===== src/rtl/uv_bus_arb_hold.sv =====
// N-master to 1-slave arbitration stage: fixed priority (lowest index wins),
// grant locked from request acceptance until the response handshake.
module uv_bus_arb_hold #(
  parameter int NUM_MST = 2,
  parameter int ADDR_W  = 32,
  parameter int DATA_W  = 32
) (
  input  logic                      clk,
  input  logic                      rst_n,
  input  logic [NUM_MST-1:0]        mst_req_vld,
  output logic [NUM_MST-1:0]        mst_req_rdy,
  input  logic [NUM_MST-1:0]        mst_req_write,
  input  logic [NUM_MST*ADDR_W-1:0] mst_req_addr,
  input  logic [NUM_MST*DATA_W-1:0] mst_req_wdata,
  output logic [NUM_MST-1:0]        mst_rsp_vld,
  input  logic [NUM_MST-1:0]        mst_rsp_rdy,
  output logic [DATA_W-1:0]         mst_rsp_rdata,
  output logic                      slv_req_vld,
  input  logic                      slv_req_rdy,
  output logic                      slv_req_write,
  output logic [ADDR_W-1:0]         slv_req_addr,
  output logic [DATA_W-1:0]         slv_req_wdata,
  input  logic                      slv_rsp_vld,
  output logic                      slv_rsp_rdy,
  input  logic [DATA_W-1:0]         slv_rsp_rdata,
  output logic                      busy,
  output logic [NUM_MST-1:0]        sel_oh
);

  typedef enum logic [1:0] {
    ST_IDLE = 2'd0,
    ST_REQ  = 2'd1,
    ST_RSP  = 2'd2
  } state_e;

  state_e               state_q, state_d;
  logic [NUM_MST-1:0]   sel_oh_q, sel_oh_d;
  logic                 sel_vld_s;

  // Isolate the lowest set bit: the fixed-priority winner.
  function automatic logic [NUM_MST-1:0] lowest_bit(input logic [NUM_MST-1:0] req);
    return req & ~(req - NUM_MST'(1));
  endfunction

  assign sel_vld_s = |(mst_req_vld & sel_oh_q);
  assign busy      = (state_q != ST_IDLE);
  assign sel_oh    = sel_oh_q;

  // State and owner registers.
  always_ff @(posedge clk or negedge rst_n) begin
    if (!rst_n) begin
      state_q  <= ST_IDLE;
      sel_oh_q <= {NUM_MST{1'b0}};
    end else begin
      state_q  <= state_d;
      sel_oh_q <= sel_oh_d;
    end
  end

  // Next-state logic and handshake outputs.
  always_comb begin
    state_d       = state_q;
    sel_oh_d      = sel_oh_q;
    slv_req_vld   = 1'b0;
    mst_req_rdy   = {NUM_MST{1'b0}};
    mst_rsp_vld   = {NUM_MST{1'b0}};
    mst_rsp_rdata = {DATA_W{1'b0}};
    slv_rsp_rdy   = 1'b0;
    case (state_q)
      ST_IDLE: begin
        if (|mst_req_vld) begin
          sel_oh_d = lowest_bit(mst_req_vld);
          state_d  = ST_REQ;
        end else begin
          sel_oh_d = {NUM_MST{1'b0}};
        end
      end
      ST_REQ: begin
        slv_req_vld = sel_vld_s;
        mst_req_rdy = sel_oh_q & {NUM_MST{slv_req_rdy}};
        // A withdrawn request releases the grant without touching the slave.
        if (!sel_vld_s) begin
          state_d  = ST_IDLE;
          sel_oh_d = {NUM_MST{1'b0}};
        end else if (slv_req_rdy) begin
          state_d = ST_RSP;
        end else begin
          state_d = ST_REQ;
        end
      end
      ST_RSP: begin
        mst_rsp_vld   = sel_oh_q & {NUM_MST{slv_rsp_vld}};
        mst_rsp_rdata = slv_rsp_rdata;
        slv_rsp_rdy   = |(mst_rsp_rdy & sel_oh_q);
        if (slv_rsp_vld && slv_rsp_rdy) begin
          state_d  = ST_IDLE;
          sel_oh_d = {NUM_MST{1'b0}};
        end else begin
          state_d = ST_RSP;
        end
      end
      default: begin
        state_d  = ST_IDLE;
        sel_oh_d = {NUM_MST{1'b0}};
      end
    endcase
  end

  // AND-OR payload mux; all zero whenever no master owns the bus.
  always_comb begin
    slv_req_write = 1'b0;
    slv_req_addr  = {ADDR_W{1'b0}};
    slv_req_wdata = {DATA_W{1'b0}};
    for (int i = 0; i < NUM_MST; i++) begin
      slv_req_write = slv_req_write | (mst_req_write[i] & sel_oh_q[i]);
      slv_req_addr  = slv_req_addr  | (mst_req_addr[i*ADDR_W +: ADDR_W] & {ADDR_W{sel_oh_q[i]}});
      slv_req_wdata = slv_req_wdata | (mst_req_wdata[i*DATA_W +: DATA_W] & {DATA_W{sel_oh_q[i]}});
    end
  end

endmodule


===== config.mk =====
export PLATFORM = sky130hd
export DESIGN_NAME = uv_bus_arb_hold
export DESIGN_NICKNAME = d
export VERILOG_FILES = /design/src/rtl/uv_bus_arb_hold.sv
export SDC_FILE = /design/constraint.sdc
export NUM_CORES = 1
export LEC_CHECK = 0
export CORE_AREA = 2 2 106 108
export CTS_CLUSTER_DIAMETER = 150
export DETAILED_ROUTE_END_ITERATION = 6
export DIE_AREA = 0 0 108 110
export SYNTH_ARGS = -nofsm -noshare
export SYNTH_HDL_FRONTEND = slang
export SYNTH_SLANG_ARGS = --single-unit

===== constraint.sdc =====
create_clock -name clk -period 2.9 [get_ports clk]
set_clock_uncertainty 0.2 [all_clocks]
set_input_delay 0.58 -clock clk [delete_from_list [all_inputs] [get_ports clk]]
set_output_delay 0.58 -clock clk [all_outputs]
set_load 0.005 [all_outputs]

-- After elaboration in Yosys (flattened, before gate mapping)
Index checks and enable logic that the tools add are counted.
- bits in registers: 4
- bits of input ports: 170
- output and inout bits: 106
- word-level logic and storage cells: 44
- add/sub/neg operators: 1
- eq/ne operators: 5
- multiplexer cells: 14
- bitwise logic cells: 15
- reduce and logical (&&, ||, !) cells: 7
- operators by type and width (kind ; number):
    32-bit bitwise AND ; 4
    32-bit bitwise OR ; 2
    32-bit 2-to-1 mux ; 1
    2-bit 2-to-1 mux ; 9
    2-bit one-hot mux with 3 select lines ; 2
    2-bit bitwise AND ; 5
    2-bit != test, second input constant ; 3
    2-bit OR reduction ; 3
    1-bit bitwise AND ; 2
    2-bit by 1-bit == test with 1-bit output, second input constant ; 1
    2-bit == test, second input constant ; 1
    2-bit zero test ; 1
    1-bit 2-to-1 mux ; 2
    2-bit NOT ; 1
    2-bit AND reduction ; 1
    2-bit nonzero test ; 1
    2-bit by 1-bit subtractor with 2-bit output, second input constant ; 1
    1-bit logical AND ; 1
    1-bit bitwise OR ; 1

-- Logic depth before layout (Yosys ltp)
Gate-level depths: netlist of run 1.
- depth after elaboration: 5
- gate-level depth with buffers: 6
- depth with buffers taken out: 3

-- Least setup slack after synthesis of run 1
Ideal clock, no wire load.
- kind: register to output
- start point: register sel_oh_q[0] (netlist: sel_oh[0])
- end point: output slv_req_wdata[14]
- arrival: 1.024 ns
- required time: 2.120 ns
- slack: 1.096 ns
- cell stages (with the launch flop): 5
- buffers on the path: 3
- cells stage by stage: dfrtp_1 buf_2 buf_4 buf_6 a22o_1
- cells in the longest elaborated chain, start to end: 2
- RTL lines (item ; line ; source):
    start, declared ; 37 ; logic [NUM_MST-1:0] sel_oh_q, sel_oh_d;
    start signal, assigned ; 53 ; sel_oh_q <= {NUM_MST{1'b0}};
    start signal, assigned ; 56 ; sel_oh_q <= sel_oh_d;
    32-bit bitwise AND ; 117 ; slv_req_wdata = slv_req_wdata | (mst_req_wdata[i*DATA_W +: DATA_W] & {DATA_W{sel_oh_q[i]}});
    32-bit bitwise OR ; 117 ;
    end, declared ; 22 ; output logic [DATA_W-1:0] slv_req_wdata,
Every way passes these cells.

-- Worst setup path in the final report of run 1
- start point: input mst_req_vld[0]
- end point: output slv_req_vld
- cells in the longest elaborated chain, start to end: 3
- RTL lines (item ; line ; source):
    start, declared ; 10 ; input logic [NUM_MST-1:0] mst_req_vld,
    2-bit bitwise AND ; 45 ; assign sel_vld_s = |(mst_req_vld & sel_oh_q);
    2-bit OR reduction ; 45 ;
    1-bit 2-to-1 mux ; 69 ; case (state_q)
    end, declared ; 18 ; output logic slv_req_vld,
Every way passes these cells.

==> flow_summary.yaml, run 1 <==
critical_path:
  worstPathMaxFanout: 5
  critPathLaunchType: "input pin"
  end_kind: "output port"
  worstPathArrival_ps: 1920
  worstSetupPathType: "in2out"
  cp.required_ps: 2120
route:
  ant_nets: 0
  wire_per_inst_um: 15.9
  drtIter0Drc: 80
  via_per_inst: 4.15
  drc: 0
  vias: 2291
  wirelength_um: 8800
  first_pass_iters: 4
timing:
  fin_crit_sh_pct: 93.3
  tightest_slew_ps: 493
  finalHoldViolations: 0
  setup-violations-final: 0
  period_minus_slack_ps: 2700
  slew_viol_final: 0
  tns_ps: 0
  slew_headroom_pct: 67.1
  rsz0062_at_grt: "no"
  max_freq_mhz: 370
layout:
  diodes: 0
  n_fill_cell: 1067
  regArea_um2: 103
  synthToLayoutAreaGrowth_pct: 250
  final_cell_mix: "275 x clkdlybuf4s50_1, 65 x a22o_1, 32 x and2_1, 4 x nor2b_1, 4 x and3_1"
  finalNetCount: 583
  multi_input_area_um2: 937
  fin_util_pct: 38.2
  final_common_cell: "clkdlybuf4s50_1"
  layout-drive-gt1-share_pct: 2.67
place:
  hpwl_um: 7400
  gp_congestion: 0.889
  port_buffers: 275
global_routing:
  grt_pass1_vias: 2229
  grt_max_degree: 50
  overflow: 0
  antenna_found_initial: 0
  grt_pass1_wl_um: 11700
  gr-usage-all-layers_pct: 12.6
synthesis:
  syn_inst: 149
  ys_types: 23
  syn-num-nets: 319
  ys_warn_count: 0
  netlist_area_mm2: 0.00117
  ys_seq_elements: 4
  avgSynthCellArea_um2: 7.83
  synth-seq-area-share_pct: 8.57
run:
  maxCapViolCount: 0
clock_tree:
  cts_buffers: 3
  htreeDepth: 1
  tritoncts: "built"
  cts_resized: 0
  insertion_delay_ps: 220
  clock-sinks: 4
  path_clk_slew_ps: 30
  post_cts.repair.setup_buffers: 0
  cts_buffer_depth: 2
  clockRootBuffer: "clkbuf_8"
  holdBufCountCts: 0
power_and_ir_drop:
  peakVddDrop_mv: 0.302
  leakage_uw: 0.00154
  power_density_mw_per_mm2: 556
floorplanning:
  chipHeight_um: 110
  start_util_pct: 10.9
  fp-row-count: 38
  dieArea_mm2: 0.0119
  die_x_um: 108
  ios: 276
  core_mm2: 0.0107
run_status:
  status: "finished clean"
hold_path:
  hp-class: "in2async"
-- report_power, final --
| part | internal (uW) | total (uW) | switching (uW) |
|---|---|---|---|
| logic | 1310 | 1980 | 664 |
| registers | 81.6 | 172 | 90.0 |
| clock network | 93.9 | 124 | 30.0 |
| total | 1490 | 2270 | 784 |
-- state kept, by name (all words and copies together), names as in the netlist --
name	flops
state_q	2
sel_oh	2
-- metrics by stage --
stage / worst slack, ps / instance area, um^2 / hold WS, ps / std cells / total power [uW]
2_1_floorplan: 1100 / 1170 / 84.4 / 149 / 924
3_3_place_gp: 216 / 4040 / 353 / 548 / 2160
3_5_place_dp: 205 / 4040 / 366 / 548 / 2170
4_1_cts: 191 / 4090 / 362 / 552 / 2310
5_1_grt: 137 / 4090 / 373 / 552 / 2430
6_report: 195 / 4090 / 360 / 552 / 2270
-- worst max-delay path, stage by stage --
cell,delay [ps]
clkdlybuf4s50_1,540
a22oi_1,150
nor2b_1,150
clkdlybuf4s50_1,510
-- path summary, 6_finish.rpt --
check	end	cells past startpoint	startpoint	slack (ps)
worst max-delay path	slv_req_vld	4	mst_req_vld[0]	200
min in group clk	state_q[0]$_DFFE_PN0P_	1	state_q[1]$_DFFE_PN0P_	370
worst min register to register	state_q[0]$_DFFE_PN0P_	1	state_q[1]$_DFFE_PN0P_	370
worst max register to register	state_q[1]$_DFFE_PN0P_	4	sel_oh[0]$_DFFE_PN0P_	1170
worst min-delay path	sel_oh[1]$_DFFE_PN0P_	1	rst_n	360
max in group asynchronous	sel_oh[0]$_DFFE_PN0P_	1	rst_n	1960
-- logic make-up (layout without fill, tap and decap cells) --
| logic type | after synthesis | after routing | share of synthesized area (%) |
|---|---|---|---|
| compound gates | 74 | 74 | 54.1 |
| simple gates | 50 | 50 | 26.2 |
| buf+inv | 21 | 284 | 11.1 |
| flops | 4 | 4 | 8.57 |
-- cell usage after synthesis --
| master | count | area, um^2 |
|---|---|---|
| and3_1 | 4 | 25.0 |
| or2_2 | 1 | 6.26 |
| a22oi_1 | 2 | 15.0 |
| a21o_1 | 1 | 7.51 |
| nor2_1 | 1 | 3.75 |
| nor2b_1 | 4 | 25.0 |
| nor3_1 | 2 | 10.0 |
| o21a_1 | 1 | 7.51 |
| and2_1 | 32 | 200 |
| buf_2 | 5 | 25.0 |
| buf_4 | 6 | 45.0 |
| or2b_1 | 1 | 7.51 |
| o21ai_1 | 1 | 5.00 |
| o32ai_1 | 1 | 8.76 |
| clkbuf_1 | 7 | 26.3 |
| and2b_1 | 1 | 7.51 |
| a31oi_1 | 2 | 12.5 |
| nor4b_1 | 1 | 8.76 |
| buf_6 | 3 | 33.8 |
| dfrtp_1 | 4 | 100 |
| o22ai_1 | 1 | 6.26 |
| a22o_1 | 65 | 569 |
| nand2_1 | 3 | 11.3 |
-- final cells by class --
class / count / share of cell area, %
Clock buffer: 4 / 1.10
Multi-Input combinational cell: 124 / 22.9
Sequential cell: 4 / 2.51
Tap cell: 140 / 4.29
Timing Repair Buffer: 280 / 69.2
-- metal layers --
| metal | up-vias | track usage, % | part of all wire (%) |
|---|---|---|---|
| met2 | 134 | 23.5 | 52 |
| met3 | 8 | 3.35 | 9.5 |
| met1 | 1043 | 14.6 | 38 |
| met4 | 0 | 1.74 | 0.84 |
| li1 | 1106 | - | - |
| met5 | - | 0 | 0 |
Note: power is estimated with default switching activity, not from simulation.
==> run 2: changes to the inputs <==
Settings changed: SLEW_MARGIN set to 30.
==> results of run 2 <==
No change in the layout: final DEF, timing and power equal those of run 1.
